--- config.mk ---
export PLATFORM = sky130hd
export DESIGN_NAME = router_csr_arb
export DESIGN_NICKNAME = d
export VERILOG_FILES = /design/src/rtl/router_csr_arb.sv
export SDC_FILE = /design/constraint.sdc
export NUM_CORES = 1
export LEC_CHECK = 0
export ABC_AREA = 1
export CELL_PAD_IN_SITES_DETAIL_PLACEMENT = 2
export CELL_PAD_IN_SITES_GLOBAL_PLACEMENT = 2
export CORE_MARGIN = 3
export CORE_UTILIZATION = 23
export CTS_CLUSTER_DIAMETER = 50
export CTS_CLUSTER_SIZE = 28
export DETAILED_ROUTE_END_ITERATION = 16
export HOLD_SLACK_MARGIN = 0.02
export PLACE_DENSITY = 0.83
export SYNTH_ARGS = -nofsm -noshare
export SYNTH_HDL_FRONTEND = slang
export SYNTH_SLANG_ARGS = --single-unit
--- constraint.sdc ---
create_clock -name i_hclk -period 7.6 [get_ports i_hclk]
set_input_delay 0.76 -clock i_hclk [delete_from_list [all_inputs] [get_ports i_hclk]]
set_output_delay 0.76 -clock i_hclk [all_outputs]
set_load 0.01 [all_outputs]
--- src/rtl/router_csr_arb.sv ---
// Round-robin arbiter sharing the router CSR bus between NREQ requesters.
// Optional access timeout: define ROUTER_CSR_ARB_TIMEOUT_EN.
module router_csr_arb #(
  parameter int NREQ    = 2,
  parameter int AWIDTH  = 32,
  parameter int DWIDTH  = 32,
  parameter int TIMEOUT = 256
) (
  input  logic                     i_hclk,
  input  logic                     i_hreset,
  input  logic [NREQ-1:0]          i_req,
  input  logic [NREQ-1:0]          i_req_write,
  input  logic [NREQ*AWIDTH-1:0]   i_req_addr,
  input  logic [NREQ*DWIDTH-1:0]   i_req_wdata,
  output logic [NREQ-1:0]          o_ack,
  output logic [DWIDTH-1:0]        o_rdata,
  output logic                     o_err,
`ifdef ROUTER_CSR_ARB_TIMEOUT_EN
  output logic                     o_timeout,
`endif
  output logic [NREQ-1:0]          o_grant,
  output logic                     o_busy,
  output logic                     o_csr_write,
  output logic                     o_csr_read,
  output logic [AWIDTH-1:0]        o_csr_addr,
  output logic [DWIDTH-1:0]        o_csr_wdata,
  input  logic [DWIDTH-1:0]        i_csr_rdata,
  input  logic                     i_csr_error,
  input  logic                     i_csr_ready
);

  localparam int LW = (NREQ > 1) ? $clog2(NREQ) : 1;

  typedef enum logic [1:0] {
    S_IDLE,
    S_ISSUE,
    S_DONE
  } state_t;

  state_t          r_state;
  logic [LW-1:0]   r_last;
  logic            r_wr;
  logic [LW-1:0]   w_win;
  logic [NREQ-1:0] w_win_oh;

  // Scan downward so the nearest requester after r_last is assigned last.
  always_comb begin
    w_win = r_last;
    for (int k = NREQ; k >= 1; k--) begin
      if (i_req[(int'(r_last) + k) % NREQ]) begin
        w_win = LW'((int'(r_last) + k) % NREQ);
      end
    end
  end

  assign w_win_oh = NREQ'(1) << w_win;

`ifdef ROUTER_CSR_ARB_TIMEOUT_EN
  localparam int CW = $clog2(TIMEOUT) + 1;
  logic [CW-1:0] r_cnt;
  logic          w_to;
  assign w_to = (r_cnt == CW'(TIMEOUT - 1));
`else
  logic w_unused_timeout;
  assign w_unused_timeout = ^TIMEOUT;
`endif

  always_ff @(posedge i_hclk or posedge i_hreset) begin
    if (i_hreset) begin
      r_state     <= S_IDLE;
      r_last      <= LW'(NREQ - 1);
      r_wr        <= 1'b0;
      o_ack       <= '0;
      o_rdata     <= '0;
      o_err       <= 1'b0;
      o_grant     <= '0;
      o_busy      <= 1'b0;
      o_csr_write <= 1'b0;
      o_csr_read  <= 1'b0;
      o_csr_addr  <= '0;
      o_csr_wdata <= '0;
`ifdef ROUTER_CSR_ARB_TIMEOUT_EN
      r_cnt       <= '0;
      o_timeout   <= 1'b0;
`endif
    end else begin
      unique case (r_state)
        S_IDLE: begin
          if (|i_req) begin
            r_state     <= S_ISSUE;
            r_last      <= w_win;
            r_wr        <= i_req_write[w_win];
            o_grant     <= w_win_oh;
            o_busy      <= 1'b1;
            o_csr_write <= i_req_write[w_win];
            o_csr_read  <= ~i_req_write[w_win];
            o_csr_addr  <= i_req_addr[w_win*AWIDTH +: AWIDTH];
            o_csr_wdata <= i_req_wdata[w_win*DWIDTH +: DWIDTH];
`ifdef ROUTER_CSR_ARB_TIMEOUT_EN
            r_cnt       <= '0;
`endif
          end
        end
        S_ISSUE: begin
`ifdef ROUTER_CSR_ARB_TIMEOUT_EN
          r_cnt <= r_cnt + 1'b1;
`endif
          if (i_csr_ready) begin
            r_state     <= S_DONE;
            o_ack       <= o_grant;
            o_rdata     <= r_wr ? '0 : i_csr_rdata;
            o_err       <= i_csr_error;
            o_csr_write <= 1'b0;
            o_csr_read  <= 1'b0;
          end
`ifdef ROUTER_CSR_ARB_TIMEOUT_EN
          else if (w_to) begin
            r_state     <= S_DONE;
            o_ack       <= o_grant;
            o_rdata     <= '0;
            o_err       <= 1'b1;
            o_timeout   <= 1'b1;
            o_csr_write <= 1'b0;
            o_csr_read  <= 1'b0;
          end
`endif
        end
        S_DONE: begin
          r_state     <= S_IDLE;
          o_ack       <= '0;
          o_rdata     <= '0;
          o_err       <= 1'b0;
          o_grant     <= '0;
          o_busy      <= 1'b0;
          o_csr_addr  <= '0;
          o_csr_wdata <= '0;
`ifdef ROUTER_CSR_ARB_TIMEOUT_EN
          o_timeout   <= 1'b0;
`endif
        end
        default: r_state <= S_IDLE;
      endcase
    end
  end

endmodule

After elaboration in Yosys (flattened, before gate mapping)
Index checks and enable logic that the tools add are counted.
{"block": "totals", "register_bits": 108, "latch_bits": 0, "ramBits": 0, "rom_bits": 0, "out_inout_bits": 104, "word_cells": 70, "n_memories": 0}
{"block": "op_classes", "n_addsub": 2, "multipliers": 0, "div": 0, "magnitude_cmp": 3, "n_eq_ne": 4, "shift": 3, "mux": 33, "bitwise_logic": 3, "n_reduce_logical": 10}
{"operator": "32-bit one-hot mux with 2 select lines", "count": 3}
{"operator": "32-bit two-way mux", "count": 4}
{"operator": "64-bit by 7-bit indexed part select with 32-bit output", "count": 2}
{"operator": "1-bit two-way mux", "count": 15}
{"operator": "2-bit one-hot mux with 2 select lines", "count": 3}
{"operator": "2-bit two-way mux", "count": 4}
{"operator": "1-bit one-hot mux with 2 select lines", "count": 4}
{"operator": "2-bit AND reduction", "count": 4}
{"operator": "2-bit by 3-bit less-than comparator with 1-bit output, second input constant", "count": 2}
{"operator": "2-bit nonzero test", "count": 3}
{"operator": "2-bit inequality test, second input constant", "count": 2}
{"operator": "3-bit AND reduction", "count": 1}
{"operator": "1-bit adder, second input constant", "count": 2}
{"operator": "1-bit AND, first input constant", "count": 2}
{"operator": "2-bit by 1-bit equality test with 1-bit output, second input constant", "count": 1}
{"operator": "2-bit equality test, second input constant", "count": 1}
{"operator": "2-bit zero test", "count": 1}
{"operator": "1-bit by 2-bit less-than comparator with 1-bit output, second input constant", "count": 1}
{"operator": "2-bit OR reduction", "count": 1}
{"operator": "1-bit by 1-bit left shift with 2-bit output, first input constant", "count": 1}
{"operator": "1-bit inverter", "count": 1}

Longest topological paths before layout
{"block": "depth", "ltp_word": 12, "depth_mapped": 8, "mapped_depth_nobuf": 7}

Worst setup path after synthesis
OpenSTA, ideal clock, no wires.
{"block": "synth_path", "path_type": "input to register", "start": "input port i_req[1]", "end": "register o_csr_addr[0]", "setup_ns": 0.117, "t_arrival_ns": 1.409, "required_ns": 7.483, "setup_slack_ns": 6.073, "cell_stages": 6, "n_path_buf": 2, "path_cell_list": "nor2_2 > a21oi_4 > buf_4 > buf_4 > nand3_1 > nand2_1"}
{"block": "synth_via", "elab_chain_cells": 8}
{"element": "from (decl)", "line": "11", "rtl": "input logic [NREQ-1:0] i_req,"}
{"element": "1-bit two-way mux (not written as such) (3 in series)", "line": "50", "rtl": "if (i_req[(int'(r_last) + k) % NREQ]) begin"}
{"element": "1-bit two-way mux (2 in series)", "line": "50"}
{"element": "64-bit by 7-bit indexed part select with 32-bit output", "line": "97", "rtl": "o_csr_addr <= i_req_addr[w_win*AWIDTH +: AWIDTH];"}
{"element": "32-bit two-way mux", "line": "89", "rtl": "if (|i_req) begin"}
{"element": "32-bit one-hot mux with 2 select lines", "line": "87", "rtl": "unique case (r_state)"}
{"element": "to (signal assigned)", "line": "97"}
{"element": "to (decl)", "line": "25", "rtl": "output logic [AWIDTH-1:0] o_csr_addr,"}
Several ways; a longest one is shown, not always the timed one. The select of a mux whose other input is x is not followed.
A chain may end at the register's enable or synchronous reset.

Worst setup path in the final report
{"block": "layout_path", "start": "input port i_csr_ready", "end": "register o_rdata[7]"}
{"block": "layout_via", "elab_chain_cells": 2}
{"element": "from (decl)", "line": "29", "rtl": "input logic i_csr_ready"}
{"element": "2-bit inequality test (no line)"}
{"element": "2-bit AND reduction (no line)"}
{"element": "to (signal assigned)", "line": "111", "rtl": "o_rdata <= r_wr ? '0 : i_csr_rdata;"}
{"element": "to (decl)", "line": "16", "rtl": "output logic [DWIDTH-1:0] o_rdata,"}
Every way passes these cells.

==> impl_metrics.json <==
{
  "status": "finished, final reports clean",
  "synth_top_family_by_area": "simple AND/OR/NAND/NOR gates",
  "path_max_fanout": 41,
  "synthesis.nets": 867,
  "critPathArrivalTime_ns": 3.49,
  "grt_use_total_pct": 18.21,
  "tritoncts": "built",
  "num_rows": 55,
  "clock_sinks": 108,
  "fin_skew_ns": 0.007963,
  "synth-seq-area-share_pct": 49.90,
  "cellLeakagePower_uw": 0.004094,
  "post-route-worst-setup-slack_ns": 4.392,
  "min_path_type": "reg2reg",
  "crit_family": "simple AND/OR/NAND/NOR gates",
  "n_antenna_cell": 0,
  "dpl.hpwl_um": 16470,
  "ys_warn_count": 0,
  "startpoint_type": "primary input",
  "slew_viol_final": 0,
  "synth-xor-area-share_pct": 0,
  "slowest_delay_ns": 1.25,
  "power.density_nw_per_um2": 358.8,
  "finalInstanceArea_sq_um": 8503,
  "ctsRootBufferMaster": "clkbuf_16",
  "overflow": 0,
  "cts_hold_buf": 0,
  "fin_nets": 1099,
  "rsz0062_at_grt": "no",
  "final_cell_mix": "clkdlybuf4s50_1 (271), nand2_1 (267), nand3_1 (232)",
  "synth_seq_cells": 108,
  "die_x_um": 159.5,
  "cts_setup_buffers": 0,
  "cts_resized": 0,
  "port_buffers": 271,
  "tightest_slew_ns": 1.244,
  "finalHoldViolCount": 0,
  "antenna_found_initial": 0,
  "wl_per_cell_um": 18.69,
  "synth_cells": 699,
  "syn2layout_area_growth_pct": 56.92,
  "dieArea_sq_um": 25440,
  "post_synth_mux_area_share_pct": 0,
  "synth_area_leaders": "dfrtp_1 (49%), nand3_1 (21%), nand2_1 (19%)",
  "clk_path_buf_depth": 2,
  "grt_pass1_vias": 6521,
  "synth-adder-area-share_pct": 0,
  "clk_pin_slew_worst_paths_ns": 0.08,
  "crit_slowest_cell": "nor2_2",
  "yosys.area_share.simple_pct": 41.01,
  "min_period_ns": 3.208,
  "critical_path.most_common_cell": "nand2_1",
  "critPathKind": "in2reg",
  "max_cap_violations": 0,
  "synth_area_sq_um": 5419,
  "grt_max_degree": 68,
  "core_area_sq_um": 22920,
  "endpoint_kind": "flip-flop",
  "clkLatencyLatePin_ns": 0.35,
  "postSynthAreaPerCell_sq_um": 7.752,
  "max_freq_ghz": 0.3117,
  "dr_total_vias": 5886,
  "synth_cell_types": 17,
  "first_iter_violations": 256,
  "synth_top_area_share_pct": 49.41,
  "initial_core_util_pct": 23.65,
  "drt_wl_total_um": 23340,
  "place_ws_ns": 3.987,
  "synth_compound_area_share_pct": 0.9467,
  "via_per_inst": 4.713,
  "vdd_drop_max_mv": 0.1511,
  "fin_tns_setup_ns": 0,
  "worstPathCellList": "clkdlybuf4s50_1 -> nand3_2 -> nor2_2 -> nand2_1 -> nand2_1",
  "routabilityCongestion": 0.7960,
  "postRouteAntennaNets": 0,
  "crit_buf_inv": 1,
  "cts_made_buffers": 9,
  "io_pins": 272,
  "setup_violations": 0,
  "grt_pass1_wl_um": 37480,
  "final_common_cell": "clkdlybuf4s50_1",
  "cp.required_ns": 7.89,
  "relSlewSlack_pct": 16.99,
  "post_dp_cell_area_sq_um": 8208,
  "synth.largest_area_cell": "dfrtp_1",
  "finalCritPeriodShare_pct": 42.21,
  "drc_errors": 0,
  "drive_above_1_share_pct": 3.953,
  "fp.dieH_um": 159.5,
  "first_pass_iters": 4,
  "finalPower_uw": 3051,
  "cts-htree-levels": 3
}
final timing paths:
check | startpoint | endpoint | slack, ns | cells past startpoint
max in group asynchronous | i_hreset | o_csr_addr[22]$_DFFE_PP0P_ | 5.44 | 3
min reg2reg | o_csr_addr[4]$_DFFE_PP0P_ | o_csr_addr[4]$_DFFE_PP0P_ | 0.48 | 2
max reg2reg | r_state[0]$_DFFE_PP0P_ | o_rdata[7]$_DFFE_PP0P_ | 4.73 | 4
min | o_csr_addr[4]$_DFFE_PP0P_ | o_csr_addr[4]$_DFFE_PP0P_ | 0.48 | 2
max | i_csr_ready | o_rdata[7]$_DFFE_PP0P_ | 4.39 | 5
min in group asynchronous | i_hreset | o_csr_wdata[15]$_DFFE_PP0P_ | 0.83 | 2
flip-flops by register name (all words and copies together), names as in the netlist:
| signal | count |
|---|---|
| o_ack | 2 |
| o_csr_write | 1 |
| r_state | 2 |
| o_csr_addr | 32 |
| o_grant | 2 |
| o_busy | 1 |
| o_csr_wdata | 32 |
| o_err | 1 |
| o_rdata | 32 |
| r_wr | 1 |
| o_csr_read | 1 |
| r_last | 1 |
logic make-up after synthesis:
group           count (synthesis)
simple gates                  509
flops                         108
compound gates                  8
buf+inv                        74
per-stage QoR:
stage,cells,util [%],hold slack [ns]
floorplan,699,-,0.5057
global placement,1233,35.82,0.4550
detailed placement,1233,35.82,0.4642
CTS,1249,37.11,0.4843
global route,1249,37.11,0.5049
finish,1249,37.11,0.4835
where the power goes:
part / internal (uW) / switching [uW]
clock network: 232 / 242
logic: 709 / 895
registers: 825 / 148
final cells by class:
class	count	area, sq um
clock inverter	7	70.07
multi-input combinational	517	2276
clock buffer	9	225.2
timing repair buffer	279	2773
inverter	16	63.81
tap	313	391.6
fill	2682	14410
sequential	108	2704
layer usage:
metal  part of all wire (%)  vias up  wire length [um]  GRT usage (%)
met4                   0.73        0               170          3.422
met2                     48      185             11240          30.47
li1                       -     2740                 -              -
met3                    7.8       11              1831          6.087
met5                      0        -                 0              0
met1                     43     2950             10090          23.10
cell usage after synthesis (all sizes together):
| master | instances |
|---|---|
| buf | 51 |
| o21ai | 7 |
| nor2 | 4 |
| nand4 | 1 |
| inv | 16 |
| a21oi | 1 |
| nand2 | 271 |
| nand3 | 233 |
| dfstp | 1 |
| clkbuf | 7 |
| dfrtp | 107 |
worst reg2reg max path, delay by kind of cell, from the launching register on:
kind             cells  cell delay (ns)
AND/OR/NAND/NOR      4             2.30
flip-flops           1             0.51
Note: power is estimated with default switching activity, not from simulation.
==> patch 1, RTL diff (same flow settings) <==
Re-encode `state_t` (3 states) as one-hot, 3 bits wide.
--- a/src/rtl/router_csr_arb.sv
+++ b/src/rtl/router_csr_arb.sv
@@ -33,6 +33,6 @@
 
-  typedef enum logic [1:0] {
-    S_IDLE,
-    S_ISSUE,
-    S_DONE
+  typedef enum logic [2:0] {
+    S_IDLE  = 3'b001,
+    S_ISSUE = 3'b010,
+    S_DONE  = 3'b100
   } state_t;
Formal check against the unedited RTL: no difference found for any inputs over 4 cycles, from zero or initial values and one cycle with i_hreset high; so few cycles prove little.
==> patch 1 against the unedited design <==
- design area fell by 0.74%
- wire length down 8.7%
- sequential cell count increased by 1
- core utilization is 0.98 points higher
- power grew 1.5%
- area after synthesis shrank 2.8%
- maximum frequency rose by 28%
- global-route usage down 1.1 points
- worst setup slack gained 0.70 ns
- final cell count down 2.2%
==> patch 1: results (changes against the unedited design) <==
[metrics] Area contributors post-synth: dfrtp_1 51%, nand2_1 25%, nand3_1 16%
[metrics] M1 WL: 9.004 mm (-11%)
[metrics] status: completed
[metrics] first-pass GRT wire length: 33.35 mm (-11%)
[metrics] wire length per cell after detailed routing: 17.44 µm (-6.7%)
[metrics] setup slack, reg-to-reg: 5.38 ns (+0.65 ns)
[metrics] delay-heaviest family, CP: buffers and inverters
[metrics] setup skew after layout: 0.01005 ns (+0.002086 ns)
[metrics] DR vias/cell: 4.608 (-2.2%)
[metrics] number of global-route vias before repair: 6062 (-7.0%)
[metrics] met3 routed wirelength: 1.698 mm (-7.3%)
[metrics] sequential element share of the synthesized area: 0.5185 (+0.01958)
[metrics] fraction of final layout cells sized beyond drive strength 1: 0.03715 (-0.002375)
[metrics] DRC marker count from the first detailed-route iteration: 236 (-7.8%)
[metrics] Filler Cells Inserted: 2525 (-5.9%)
[metrics] Worst Hold Margin: 0.4760 ns (-0.007525 ns)
[metrics] slowest stage cell on the critical path: buf_4
[metrics] dpl cell area: 8133 µm² (-0.91%)
[metrics] Commonest cells post-synth: 348 x nand2_1, 168 x nand3_1, 107 x dfrtp_1, 33 x buf_2, 14 x clkbuf_1
[metrics] worst-case setup margin in the final layout: 5.091 ns (+0.6988 ns)
[metrics] Detail Placement HPWL: 15.27 mm (-7.2%)
[metrics] M3 GR Usage: 0.05169 (-0.009183)
[metrics] gr usage total: 0.1709 (-0.01126)
[metrics] final weighted congestion in routability-driven placement: 0.7275 (-8.6%)
[metrics] FF-to-FF path depth: 5 (+1)
[metrics] Net Count, Synth: 868 (+0.12%)
[metrics] met2 layer wire length in the routed design: 10.23 mm (-9.0%)
patch 1: cell count changes after synthesis, moves of 3 or more:
cell      unedited run  this run
clkbuf_1             7        14
nand3_1            232       168
inv_1               13         8
nand2_2              3         0
nor2_1               2         5
buf_4               20         1
buf_2               23        33
nor2_4               0         3
o21ai_0              7         2
nand2_1            268       348
buf_6                8         3
patch 1: cell type report:
class                   instances  share of cell area
well taps                     280             0.04151
clock buffers                   9             0.02668
flip-flops and latches        109              0.3235
inverters                      12            0.005929
multi-input cells             528              0.2659
clock inverters                 7            0.009784
repair buffers                277              0.3267
patch 1: where the power goes:
group | total [mW] | internal (mW) | switching (mW)
clock | 0.497 | 0.261 | 0.236
combinational | 1.59 | 0.724 | 0.870
sequential | 1.00 | 0.852 | 0.152
patch 1: kinds of logic after synthesis:
kind of cell	after synthesis
AOI/OAI and AO/OA	3
buffers and inverters	63
and+or+nand+nor	525
DFF	109
==> patch 2, RTL diff (config.mk and constraints unchanged) <==
Without the edit above. Add a define of `ROUTER_CSR_ARB_TIMEOUT_EN`.
--- a/src/rtl/router_csr_arb.sv
+++ b/src/rtl/router_csr_arb.sv
@@ -2,2 +2,4 @@
 // Optional access timeout: define ROUTER_CSR_ARB_TIMEOUT_EN.
+`define ROUTER_CSR_ARB_TIMEOUT_EN
+
 module router_csr_arb #(
Formal check against the unedited RTL (old outputs only; new: o_timeout): no difference found for any inputs over 4 cycles, from zero or initial values and one cycle with i_hreset high; that may be too few to reach the edited logic, so the function may still have changed.
==> patch 2 against the unedited design <==
- area after synthesis grew 3.0%
- worst setup slack improved by 0.073 ns
- wire length shrank 1.7%
- non-clock buffer count unchanged
- design area is 6.4% higher
- first-iteration DRC count down 12%
- register-to-register slack lost 0.27 ns
- sequential cell count up 10
- power rose by 16%
- largest cell class is now sequential cells
- largest power group unchanged
==> patch 2: results (changes against the unedited design) <==
[metrics] met3 routed wirelength: 1.922 mm (+5.0%)
[metrics] DRC marker count from the first detailed-route iteration: 226 (-12%)
[metrics] FF-to-FF path depth: 8 (+4)
[metrics] switching portion of total power: 0.4111 (-0.01033)
[metrics] synthesis-stage register bit count: 118 (+9.3%)
[metrics] Non-clock buffer share: 0.3067 (-0.01934)
[metrics] top sig layer: met5
[metrics] met2 layer wire length in the routed design: 11.19 mm (-0.50%)
[metrics] wire length per cell after detailed routing: 18.71 µm (+0.13%)
[metrics] number of logic inverters in the finished layout: 22 (+6)
[metrics] placed cells: 1194 (-3.2%)
[metrics] area of the multi-input gates: 2265 µm² (-0.49%)
[metrics] Commonest cells post-synth: 173 x nand3_1, 142 x nand2_1, 117 x dfrtp_1, 67 x nand4_1, 24 x nor2_1
[metrics] status: completed
[metrics] num tapcells: 319 (+1.9%)
[metrics] setup skew after layout: 0.01375 ns (+0.005787 ns)
[metrics] Clock buffers and inverters, area share: 0.06265 (+0.02792)
[metrics] sequential element share of the synthesized area: 0.5291 (+0.03017)
[metrics] Area contributors post-synth: dfrtp_1 52%, nand3_1 16%, nand2_1 9.5%
[metrics] average footprint of a synthesized cell: 8.589 µm² (+11%)
[metrics] count of port buffers added during placement: 272 (+0.37%)
[metrics] Net Count, Synth: 824 (-5.0%)
[metrics] final standard cell utilization of the core: 0.3820 (+0.01097)
[metrics] DR vias/cell: 4.747 (+0.73%)
[metrics] total number of vias: 5820 (-1.1%)
[metrics] final weighted congestion in routability-driven placement: 0.7413 (-6.9%)
[metrics] highest fanout seen on the critical path: 52 (+27%)
[metrics] capture point of the critical path: o_rdata[10]
[metrics] M3 GR Usage: 0.07014 (+0.009261)
[metrics] capture endpoint of the worst hold path: r_last
[metrics] gr usage total: 0.1759 (-0.006185)
[metrics] # H-tree levels: 4 (+1)
[metrics] Detail Placement HPWL: 15.80 mm (-4.1%)
[metrics] Max rail drop VDD: 212.7 µV (+41%)
[metrics] pin count of the biggest net entering global routing: 76 (+12%)
[metrics] combinational gate power: 1.71 mW (+7%)
[metrics] clock transition at the register clock pins on the worst setup and hold paths after CTS: 0.06 ns (-0.02 ns)
[metrics] delay of the slowest cell on the worst path: 0.78 ns (-0.47 ns)
[metrics] Lkg Pwr: 3.896 nW (-4.8%)
[metrics] sequential-cell power consumption: 1.04 mW (+7%)
[metrics] total CTS buffers: 17 (+8)
==> patch 2: cell count changes in the layout (fill, tap and decap cells not counted), moves of 3 or more <==
cell / unedited run / this run
a21oi_1: 0 / 21
nand4_1: 1 / 67
nand3_1: 232 / 173
nand2_1: 267 / 142
clkinvlp_4: 1 / 4
dfrtp_1: 107 / 117
ha_1: 0 / 6
nor2_1: 2 / 24
inv_1: 12 / 17
clkbuf_16: 9 / 17
==> patch 2: logic make-up (layout without fill, tap and decap cells) <==
| kind of cell | after synthesis | after routing | share of synthesized area |
|---|---|---|---|
| simple gates | 414 | 414 | 0.3530 |
| flops | 118 | 118 | 0.5291 |
| buf+inv | 76 | 333 | 0.06768 |
| fa+ha+maj | 6 | 6 | 0.01345 |
| compound gates | 36 | 36 | 0.03676 |
==> patch 2: through the flow <==
stage / setup WS, ns / hold slack [ns]
global route: 4.082 / 0.5192
detailed placement: 4.142 / 0.4778
floorplan: 3.713 / 0.4617
finish: 4.465 / 0.4890
global placement: 4.192 / 0.4697
CTS: 4.388 / 0.4873
